--- config.mk ---
export PLATFORM = sky130hd
export DESIGN_NAME = esop_seq_eval_flat
export DESIGN_NICKNAME = d
export VERILOG_FILES = /design/src/rtl/esop_seq_eval_if.sv /design/src/rtl/esop_seq_eval.sv /design/src/flat_wrapper.sv
export SDC_FILE = /design/constraint.sdc
export NUM_CORES = 1
export LEC_CHECK = 0
export ABC_AREA = 0
export CORE_ASPECT_RATIO = 1.4
export CORE_MARGIN = 8
export CORE_UTILIZATION = 50
export CTS_CLUSTER_SIZE = 40
export DETAILED_ROUTE_END_ITERATION = 16
export DONT_BUFFER_PORTS = 1
export PLACE_DENSITY = 0.68
export SLEW_MARGIN = 15
export SYNTH_ARGS = -nofsm -noshare
export SYNTH_HDL_FRONTEND = slang
export SYNTH_SLANG_ARGS = --single-unit
--- constraint.sdc ---
create_clock -name clk -period 2.6 [get_ports clk]
set_input_delay 0.52 -clock clk [delete_from_list [all_inputs] [get_ports clk]]
set_output_delay 0.52 -clock clk [all_outputs]
set_load 0.005 [all_outputs]
--- src/rtl/esop_seq_eval_if.sv ---
// esop_seq_eval_if: groups the cube-loader config port and the input/result
// valid/ready streams of esop_seq_eval. The master side is the loader/producer,
// the slave side is the evaluator.
`timescale 1ns/1ps
interface esop_seq_eval_if #(
  parameter int N_IN      = 8,
  parameter int N_OUT     = 1,
  parameter int MAX_CUBES = 16
);
  localparam int AW = $clog2(MAX_CUBES);
  localparam int CW = 2 * N_IN + N_OUT;

  // config side
  logic            cube_we;
  logic [AW-1:0]   cube_addr;
  logic [CW-1:0]   cube_data;
  logic            num_we;
  logic [AW:0]     num_cubes;
  logic            cfg_busy;

  // input vector stream
  logic            in_valid;
  logic            in_ready;
  logic [N_IN-1:0] x;

  // result stream
  logic             out_valid;
  logic             out_ready;
  logic [N_OUT-1:0] y;

  modport master (
    output cube_we, cube_addr, cube_data, num_we, num_cubes,
    output in_valid, x, out_ready,
    input  cfg_busy, in_ready, out_valid, y
  );

  modport slave (
    input  cube_we, cube_addr, cube_data, num_we, num_cubes,
    input  in_valid, x, out_ready,
    output cfg_busy, in_ready, out_valid, y
  );
endinterface

--- src/rtl/esop_seq_eval.sv ---
// esop_seq_eval: run-time programmable ESOP evaluator. Holds up to MAX_CUBES
// product terms over N_IN inputs; for each accepted input vector it walks the
// first K cubes and XOR-accumulates the output masks of the matching ones.
// Optional build macro ESOP_SEQ_EVAL_PAR2_EN: evaluate two cubes per EVAL cycle
// (results identical, latency roughly halved).
`timescale 1ns/1ps
module esop_seq_eval #(
  parameter int N_IN      = 8,
  parameter int N_OUT     = 1,
  parameter int MAX_CUBES = 16
) (
  input logic             clk,
  input logic             rst,
  esop_seq_eval_if.slave  bus
);
  localparam int AW = $clog2(MAX_CUBES);
  localparam int KW = AW + 1;
  localparam int CW = 2 * N_IN + N_OUT;
`ifdef ESOP_SEQ_EVAL_PAR2_EN
  localparam int STEP = 2;
`else
  localparam int STEP = 1;
`endif

  typedef enum logic [1:0] {
    IDLE = 2'd0,
    EVAL = 2'd1,
    DONE = 2'd2
  } state_t;

  state_t state, state_nxt;

  logic [CW-1:0]    cube_mem [MAX_CUBES];
  logic [KW-1:0]    k_reg;
  logic [KW-1:0]    k_p0;
  logic [AW-1:0]    idx_p0;
  logic [N_IN-1:0]  x_p0;
  logic signed [N_OUT-1:0] acc_unused_sign_guard;
  logic [N_OUT-1:0] acc_p0;
  logic [N_OUT-1:0] y_q;
  logic [N_OUT-1:0] step_term;
  logic [KW-1:0]    idx_ext;
  logic             last_step;
  logic             accept;
  logic             cfg_open;
`ifdef ESOP_SEQ_EVAL_PAR2_EN
  logic [AW-1:0]    idx_nxt;
`endif

  // One literal: 00 don't-care, 01 needs x=1, 10 needs x=0, 11 never.
  function automatic logic lit_ok(input logic [1:0] lit, input logic xi);
    case (lit)
      2'b00:   return 1'b1;
      2'b01:   return xi;
      2'b10:   return ~xi;
      default: return 1'b0;
    endcase
  endfunction

  // Contribution of one cube: its output mask if every literal holds, else 0.
  function automatic logic [N_OUT-1:0] cube_term(input logic [CW-1:0] cube,
                                                 input logic [N_IN-1:0] xv);
    logic m;
    m = 1'b1;
    for (int i = 0; i < N_IN; i++) begin
      m &= lit_ok(cube[2*i +: 2], xv[i]);
    end
    return m ? cube[2*N_IN +: N_OUT] : '0;
  endfunction

  // Cube counts above the memory depth clamp to the full memory.
  function automatic logic [KW-1:0] sat_k(input logic [KW-1:0] n);
    return (n > KW'(MAX_CUBES)) ? KW'(MAX_CUBES) : n;
  endfunction

  assign cfg_open = (state == IDLE);
  assign accept   = bus.in_valid && cfg_open;
  assign bus.y    = y_q;
  assign acc_unused_sign_guard = '0;

  // Per-cycle contribution of the cube(s) at idx_p0 and end-of-list detection.
  always_comb begin
    idx_ext   = {1'b0, idx_p0};
    step_term = cube_term(cube_mem[idx_p0], x_p0);
`ifdef ESOP_SEQ_EVAL_PAR2_EN
    idx_nxt = idx_p0 + AW'(1);
    if (idx_ext + KW'(1) < k_p0) begin
      step_term = step_term ^ cube_term(cube_mem[idx_nxt], x_p0);
    end
    last_step = (idx_ext + KW'(2) >= k_p0);
`else
    last_step = (idx_ext + KW'(1) >= k_p0);
`endif
  end

  // State register; reset drops any in-flight transaction.
  always_ff @(posedge clk or posedge rst) begin
    if (rst) state <= IDLE;
    else     state <= state_nxt;
  end

  // Next state and handshake outputs decoded from the state.
  always_comb begin
    state_nxt     = state;
    bus.in_ready  = 1'b0;
    bus.cfg_busy  = 1'b1;
    bus.out_valid = 1'b0;
    case (state)
      IDLE: begin
        bus.in_ready = 1'b1;
        bus.cfg_busy = 1'b0;
        if (bus.in_valid) state_nxt = (k_reg == '0) ? DONE : EVAL;
      end
      EVAL: begin
        if (last_step) state_nxt = DONE;
      end
      DONE: begin
        bus.out_valid = 1'b1;
        if (bus.out_ready) state_nxt = IDLE;
      end
      default: state_nxt = IDLE;
    endcase
  end

  // Control registers: cube count, walk index and the published result.
  always_ff @(posedge clk or posedge rst) begin
    if (rst) begin
      k_reg  <= '0;
      idx_p0 <= '0;
      y_q    <= '0;
    end else begin
      if (bus.num_we && cfg_open) k_reg <= sat_k(bus.num_cubes);
      if (accept)                 idx_p0 <= '0;
      else if (state == EVAL)     idx_p0 <= idx_p0 + AW'(STEP);
      if (accept && (k_reg == '0))        y_q <= '0;
      else if ((state == EVAL) && last_step) y_q <= acc_p0 ^ step_term;
    end
  end

  // Stage p0 capture at accept (vector, frozen K, cleared accumulator), then accumulate.
  always_ff @(posedge clk) begin
    if (accept) begin
      x_p0   <= bus.x;
      k_p0   <= k_reg;
      acc_p0 <= '0;
    end else if (state == EVAL) begin
      acc_p0 <= acc_p0 ^ step_term;
    end
  end

  // Cube memory, writable only while idle so in-flight evaluations are unaffected.
  always_ff @(posedge clk) begin
    if (bus.cube_we && cfg_open) cube_mem[bus.cube_addr] <= bus.cube_data;
  end

  logic unused_ok;
  assign unused_ok = &{1'b0, acc_unused_sign_guard};
endmodule

--- src/flat_wrapper.sv ---
// flat-port wrapper written by rule: the top's interface ports become plain ports
module esop_seq_eval_flat 
#(
  parameter int N_IN      = 8,
  parameter int N_OUT     = 1,
  parameter int MAX_CUBES = 16
)
  (clk, rst, bus_cube_we, bus_cube_addr, bus_cube_data, bus_num_we, bus_num_cubes, bus_in_valid, bus_x, bus_out_ready, bus_cfg_busy, bus_in_ready, bus_out_valid, bus_y);
  esop_seq_eval_if #(.N_IN(N_IN), .N_OUT(N_OUT), .MAX_CUBES(MAX_CUBES)) bus_i ();
  input logic clk;
  input logic rst;
  input wire logic [$bits(bus_i.cube_we)-1:0] bus_cube_we;
  input wire logic [$bits(bus_i.cube_addr)-1:0] bus_cube_addr;
  input wire logic [$bits(bus_i.cube_data)-1:0] bus_cube_data;
  input wire logic [$bits(bus_i.num_we)-1:0] bus_num_we;
  input wire logic [$bits(bus_i.num_cubes)-1:0] bus_num_cubes;
  input wire logic [$bits(bus_i.in_valid)-1:0] bus_in_valid;
  input wire logic [$bits(bus_i.x)-1:0] bus_x;
  input wire logic [$bits(bus_i.out_ready)-1:0] bus_out_ready;
  output wire logic [$bits(bus_i.cfg_busy)-1:0] bus_cfg_busy;
  output wire logic [$bits(bus_i.in_ready)-1:0] bus_in_ready;
  output wire logic [$bits(bus_i.out_valid)-1:0] bus_out_valid;
  output wire logic [$bits(bus_i.y)-1:0] bus_y;
  assign bus_i.cube_we = bus_cube_we;
  assign bus_i.cube_addr = bus_cube_addr;
  assign bus_i.cube_data = bus_cube_data;
  assign bus_i.num_we = bus_num_we;
  assign bus_i.num_cubes = bus_num_cubes;
  assign bus_i.in_valid = bus_in_valid;
  assign bus_i.x = bus_x;
  assign bus_i.out_ready = bus_out_ready;
  assign bus_cfg_busy = bus_i.cfg_busy;
  assign bus_in_ready = bus_i.in_ready;
  assign bus_out_valid = bus_i.out_valid;
  assign bus_y = bus_i.y;
  esop_seq_eval #(.N_IN(N_IN), .N_OUT(N_OUT), .MAX_CUBES(MAX_CUBES)) u_core (.clk(clk), .rst(rst), .bus(bus_i));
endmodule
==> out/qor.log <==
INFO  status         status=finished with violations
INFO  status         failed_checks=setup timing
INFO  final_layout   reg.largest.list=u_core.cube_mem (272), u_core.x_p0 (8)
INFO  cts            tritoncts_buffers=28
INFO  sta            post-route-worst-setup-slack=-148ps
INFO  floorplan      coreArea=23200um2
INFO  floorplan      die_w=146um
INFO  grt            grt.overflow.total=0
INFO  cts            tritoncts=built
INFO  synth          synth_edf_count=285
INFO  cts            worst_setup_hold_path_clk_slew=70ps
INFO  synth          synth.top_cells.by_area=sky130_fd_sc_hd__edfxtp_1 73%, sky130_fd_sc_hd__mux4_2 5.4%, sky130_fd_sc_hd__mux2i_1 4.2%
INFO  sta            fin_skew=15.1ps
INFO  power          power_switching=3540uW
INFO  cts            cts.sinks=298
INFO  final_layout   n_antenna_cell=0
INFO  routing        remaining_drc_errors=0
INFO  sta            finalWorstPathRequiredPeriod=2750ps
INFO  place          dp.final_hpwl=16200um
INFO  final_layout   synthToLayoutAreaGrowth=17.4%
INFO  place          pre_cts_ws=-358ps
INFO  synth          yosys.cell_count.top_type=sky130_fd_sc_hd__edfxtp_1
INFO  sta            timing.final.crit_share=1.06
INFO  worst_setup_path timing.critical_path.buf_inv=1
INFO  cts            clock_buffer_depth=3
INFO  power          power.density_cell_area=966nW/um2
INFO  synth          ys_seq_elements=298
INFO  sta            final-setup-viol-count=2
INFO  routing        post_drt_wl_per_cell=25.6um
INFO  synth          synth_nets=683
INFO  worst_setup_path cp_data_arrival_time=3190ps
INFO  final_layout   regMostFlops=u_core.cube_mem
INFO  grt            grt_first_pass_wirelength=39100um
INFO  worst_setup_path setup.worst_path.end_class=flip-flop
INFO  final_layout   share_of_layout_cells_above_drive_strength_1=0.261
INFO  final_layout   multi_input_comb_area=2800um2
INFO  grt            globalRouteTotalUtil=0.180
INFO  routing        routed-via-count=6127
INFO  floorplan      starting_density_of_the_core=0.507
INFO  final_layout   num-nets-final=753
INFO  power          power_frac_comb=0.243
INFO  worst_setup_path timing.critical_path.max_delay_family=compound AO/OA/AOI/OAI gates
INFO  floorplan      io-pin-count=44
INFO  power          static-leakage-power=0.00464uW
INFO  worst_setup_path worst_r2r_path_depth=9
INFO  sta            number_of_slew_limit_violations_in_the_final_report=0
INFO  place          place_congestion=0.856
INFO  synth          syn_avg_cell_area=18.5um2
INFO  worst_setup_path critical_path_peak_fanout=8
INFO  floorplan      die_height=197um
INFO  worst_setup_path cpMaxStageDelayCell=sky130_fd_sc_hd__dfrtp_4
INFO  worst_setup_path critical_path.cell_chain=buf_4 -> mux4_2 -> mux2i_2 -> o32ai_2 -> a311oi_2 -> and4_4 -> o2111ai_4 -> xor2_2 -> a221oi_2
INFO  synth          syn-instance-count=637
INFO  floorplan      die_area=28800um2
INFO  power          power.share.sequential=0.430
INFO  final_layout   fill_cells=1635
INFO  synth          netlist-cell-type-count=55
INFO  grt            grt_start_max_net_pins=18
INFO  sta            rsz0062_at_grt=true
INFO  routing        ant_nets=0
INFO  floorplan      num_rows=66
INFO  min_path       worstHoldPathType=in2reg
INFO  routing        drt_iter0_drc=537
INFO  power          power.share.clock=0.327
INFO  worst_setup_path timing.critical_path.depth=9
INFO  synth          synth_largest_area_cell=sky130_fd_sc_hd__edfxtp_1
INFO  routing        vias_per_cell=5.92
INFO  routing        first_pass_iters=5
INFO  worst_setup_path crit_path_required_time=3050ps
INFO  worst_setup_path critical_setup_path_kind=reg2reg
INFO  place          port_buffers=0
INFO  sta            setup_total_negative_slack=-207ps
INFO  synth          ys_async_sr_fraction=0.0403
INFO  power          internal_cell_power=9790uW
INFO  sta            worstMarginPinSlew=472ps
INFO  run            timing.max_cap.violations=0
INFO  worst_setup_path rrSetupSlack=-150ps
INFO  grt            via_count_of_the_first_global_routing_pass=6488
INFO  worst_setup_path start_kind=flip-flop
INFO  routing        finalWirelength=26500um
INFO  final_layout   layout.area.seq=8880um2
INFO  synth          synth_top_cell_area_share=0.728
INFO  final_layout   largest_register_ff_count=272
INFO  synth          dominantRegCellSynth=sky130_fd_sc_hd__edfxtp_1
INFO  synth          combined_area_of_all_synthesized_cells=11800um2
INFO  sta            slew_headroom=0.685
INFO  synth          synth.yosys.warnings=0
INFO  power          p_sw_frac=0.266
INFO  worst_setup_path max_stage_delay=490ps
INFO  cts            clock_insertion_delay_worst_skew=530ps
INFO  synth          yosys-top-cells-count=285 x sky130_fd_sc_hd__edfxtp_1, 49 x sky130_fd_sc_hd__mux2i_1, 29 x sky130_fd_sc_hd__nand2_1
INFO  sta            fmax=364MHz
INFO  cts            total_number_of_h_tree_levels=1
INFO  power          vdd.ir_drop.worst=0.589mV
INFO  sta            timing.final.hold_violations=0
INFO  grt            antenna_violations_before_repair=0
INFO  synth          ys_seq_area_frac=0.755
INFO  cts            clock_tree.root_cell=sky130_fd_sc_hd__clkbuf_16
INFO  min_path       hold-path-cell-count=0
-- cells in the final DEF (no fill, tap or decap), types with 7 or more instances in the layout --
| master | Yosys | final |
|---|---|---|
| sky130_fd_sc_hd__buf_12 | 1 | 10 |
| sky130_fd_sc_hd__dfrtp_1 | 12 | 9 |
| sky130_fd_sc_hd__mux2i_1 | 49 | 48 |
| sky130_fd_sc_hd__inv_1 | 20 | 20 |
| sky130_fd_sc_hd__buf_4 | 3 | 51 |
| sky130_fd_sc_hd__mux2_2 | 8 | 8 |
| sky130_fd_sc_hd__nand2_1 | 29 | 28 |
| sky130_fd_sc_hd__clkbuf_16 | 0 | 30 |
| sky130_fd_sc_hd__nor2_2 | 0 | 13 |
| sky130_fd_sc_hd__nand3_1 | 11 | 11 |
| sky130_fd_sc_hd__nor2_1 | 27 | 14 |
| sky130_fd_sc_hd__a21oi_1 | 10 | 8 |
| sky130_fd_sc_hd__nand2b_1 | 14 | 14 |
| sky130_fd_sc_hd__mux4_2 | 28 | 33 |
| sky130_fd_sc_hd__clkinv_2 | 0 | 7 |
| sky130_fd_sc_hd__edfxtp_1 | 285 | 285 |
| sky130_fd_sc_hd__o21ai_0 | 23 | 22 |
-- kinds of logic after synthesis --
family | share of synthesized area
adder cells (fa/ha/maj) | 0.00638
AO/OA/AOI/OAI | 0.0448
XOR/XNOR | 0.00223
buffers and inverters | 0.0195
AND/OR/NAND/NOR | 0.0469
multiplexers | 0.125
flip-flops | 0.755
-- metal layers --
layer / track usage / part of all wire
met1: 0.199 / 0.36
met2: 0.343 / 0.55
met3: 0.0252 / 0.052
met4: 0.0723 / 0.037
met5: 0 / 0
-- final timing paths --
path,start,endpoint
min reg2reg,u_core.k_reg[0],u_core.k_p0[0]
max in group asynchronous,rst,u_core.idx_p0[0]
max,u_core.idx_p0[0],u_core.bus.y
min in group asynchronous,rst,u_core.k_reg[1]
max reg2reg,u_core.idx_p0[0],u_core.bus.y
min,bus_cube_data[4],u_core.cube_mem[0][4]
-- cell type report --
cell class	count	share of cell area
clock buffer	32	0.0534
clock inverter	20	0.0189
inverter	21	0.00571
multi-input combinational	292	0.203
sequential	298	0.644
tap	306	0.0277
timing repair buffer	66	0.0475
-- power groups by stage --
stage | clock network, uW | logic [uW] | registers, uW
after floorplan | 0 | 1930 | 5680
after global placement | 0 | 2810 | 5810
after detailed placement | 0 | 2840 | 5820
after CTS | 4420 | 2960 | 5720
after global routing | 4590 | 3450 | 5740
final | 4370 | 3240 | 5730
-- metrics by stage --
step | power [uW] | std cells | util | cell area (um2) | hold slack, ps
5_1_grt | 13800 | 1035 | 0.595 | 13800 | 56.4
6_report | 13300 | 1035 | 0.595 | 13800 | 71.5
3_5_place_dp | 8660 | 970 | 0.541 | 12600 | 450
4_1_cts | 13100 | 1024 | 0.587 | 13600 | 61.7
2_1_floorplan | 7610 | 637 | - | 11800 | 385
3_3_place_gp | 8620 | 970 | 0.541 | 12600 | 435
-- what timing repair did --
item                       4_1_cts  5_1_grt
hold buffers                     1        0
pin swaps                        9       12
hold endpoints to repair        12        0
cloned                           0        1
buffers inserted                 1       10
gates resized for setup         17       18
setup endpoints to repair        2        3
No activity file was read; power rests on OpenSTA's default activity.
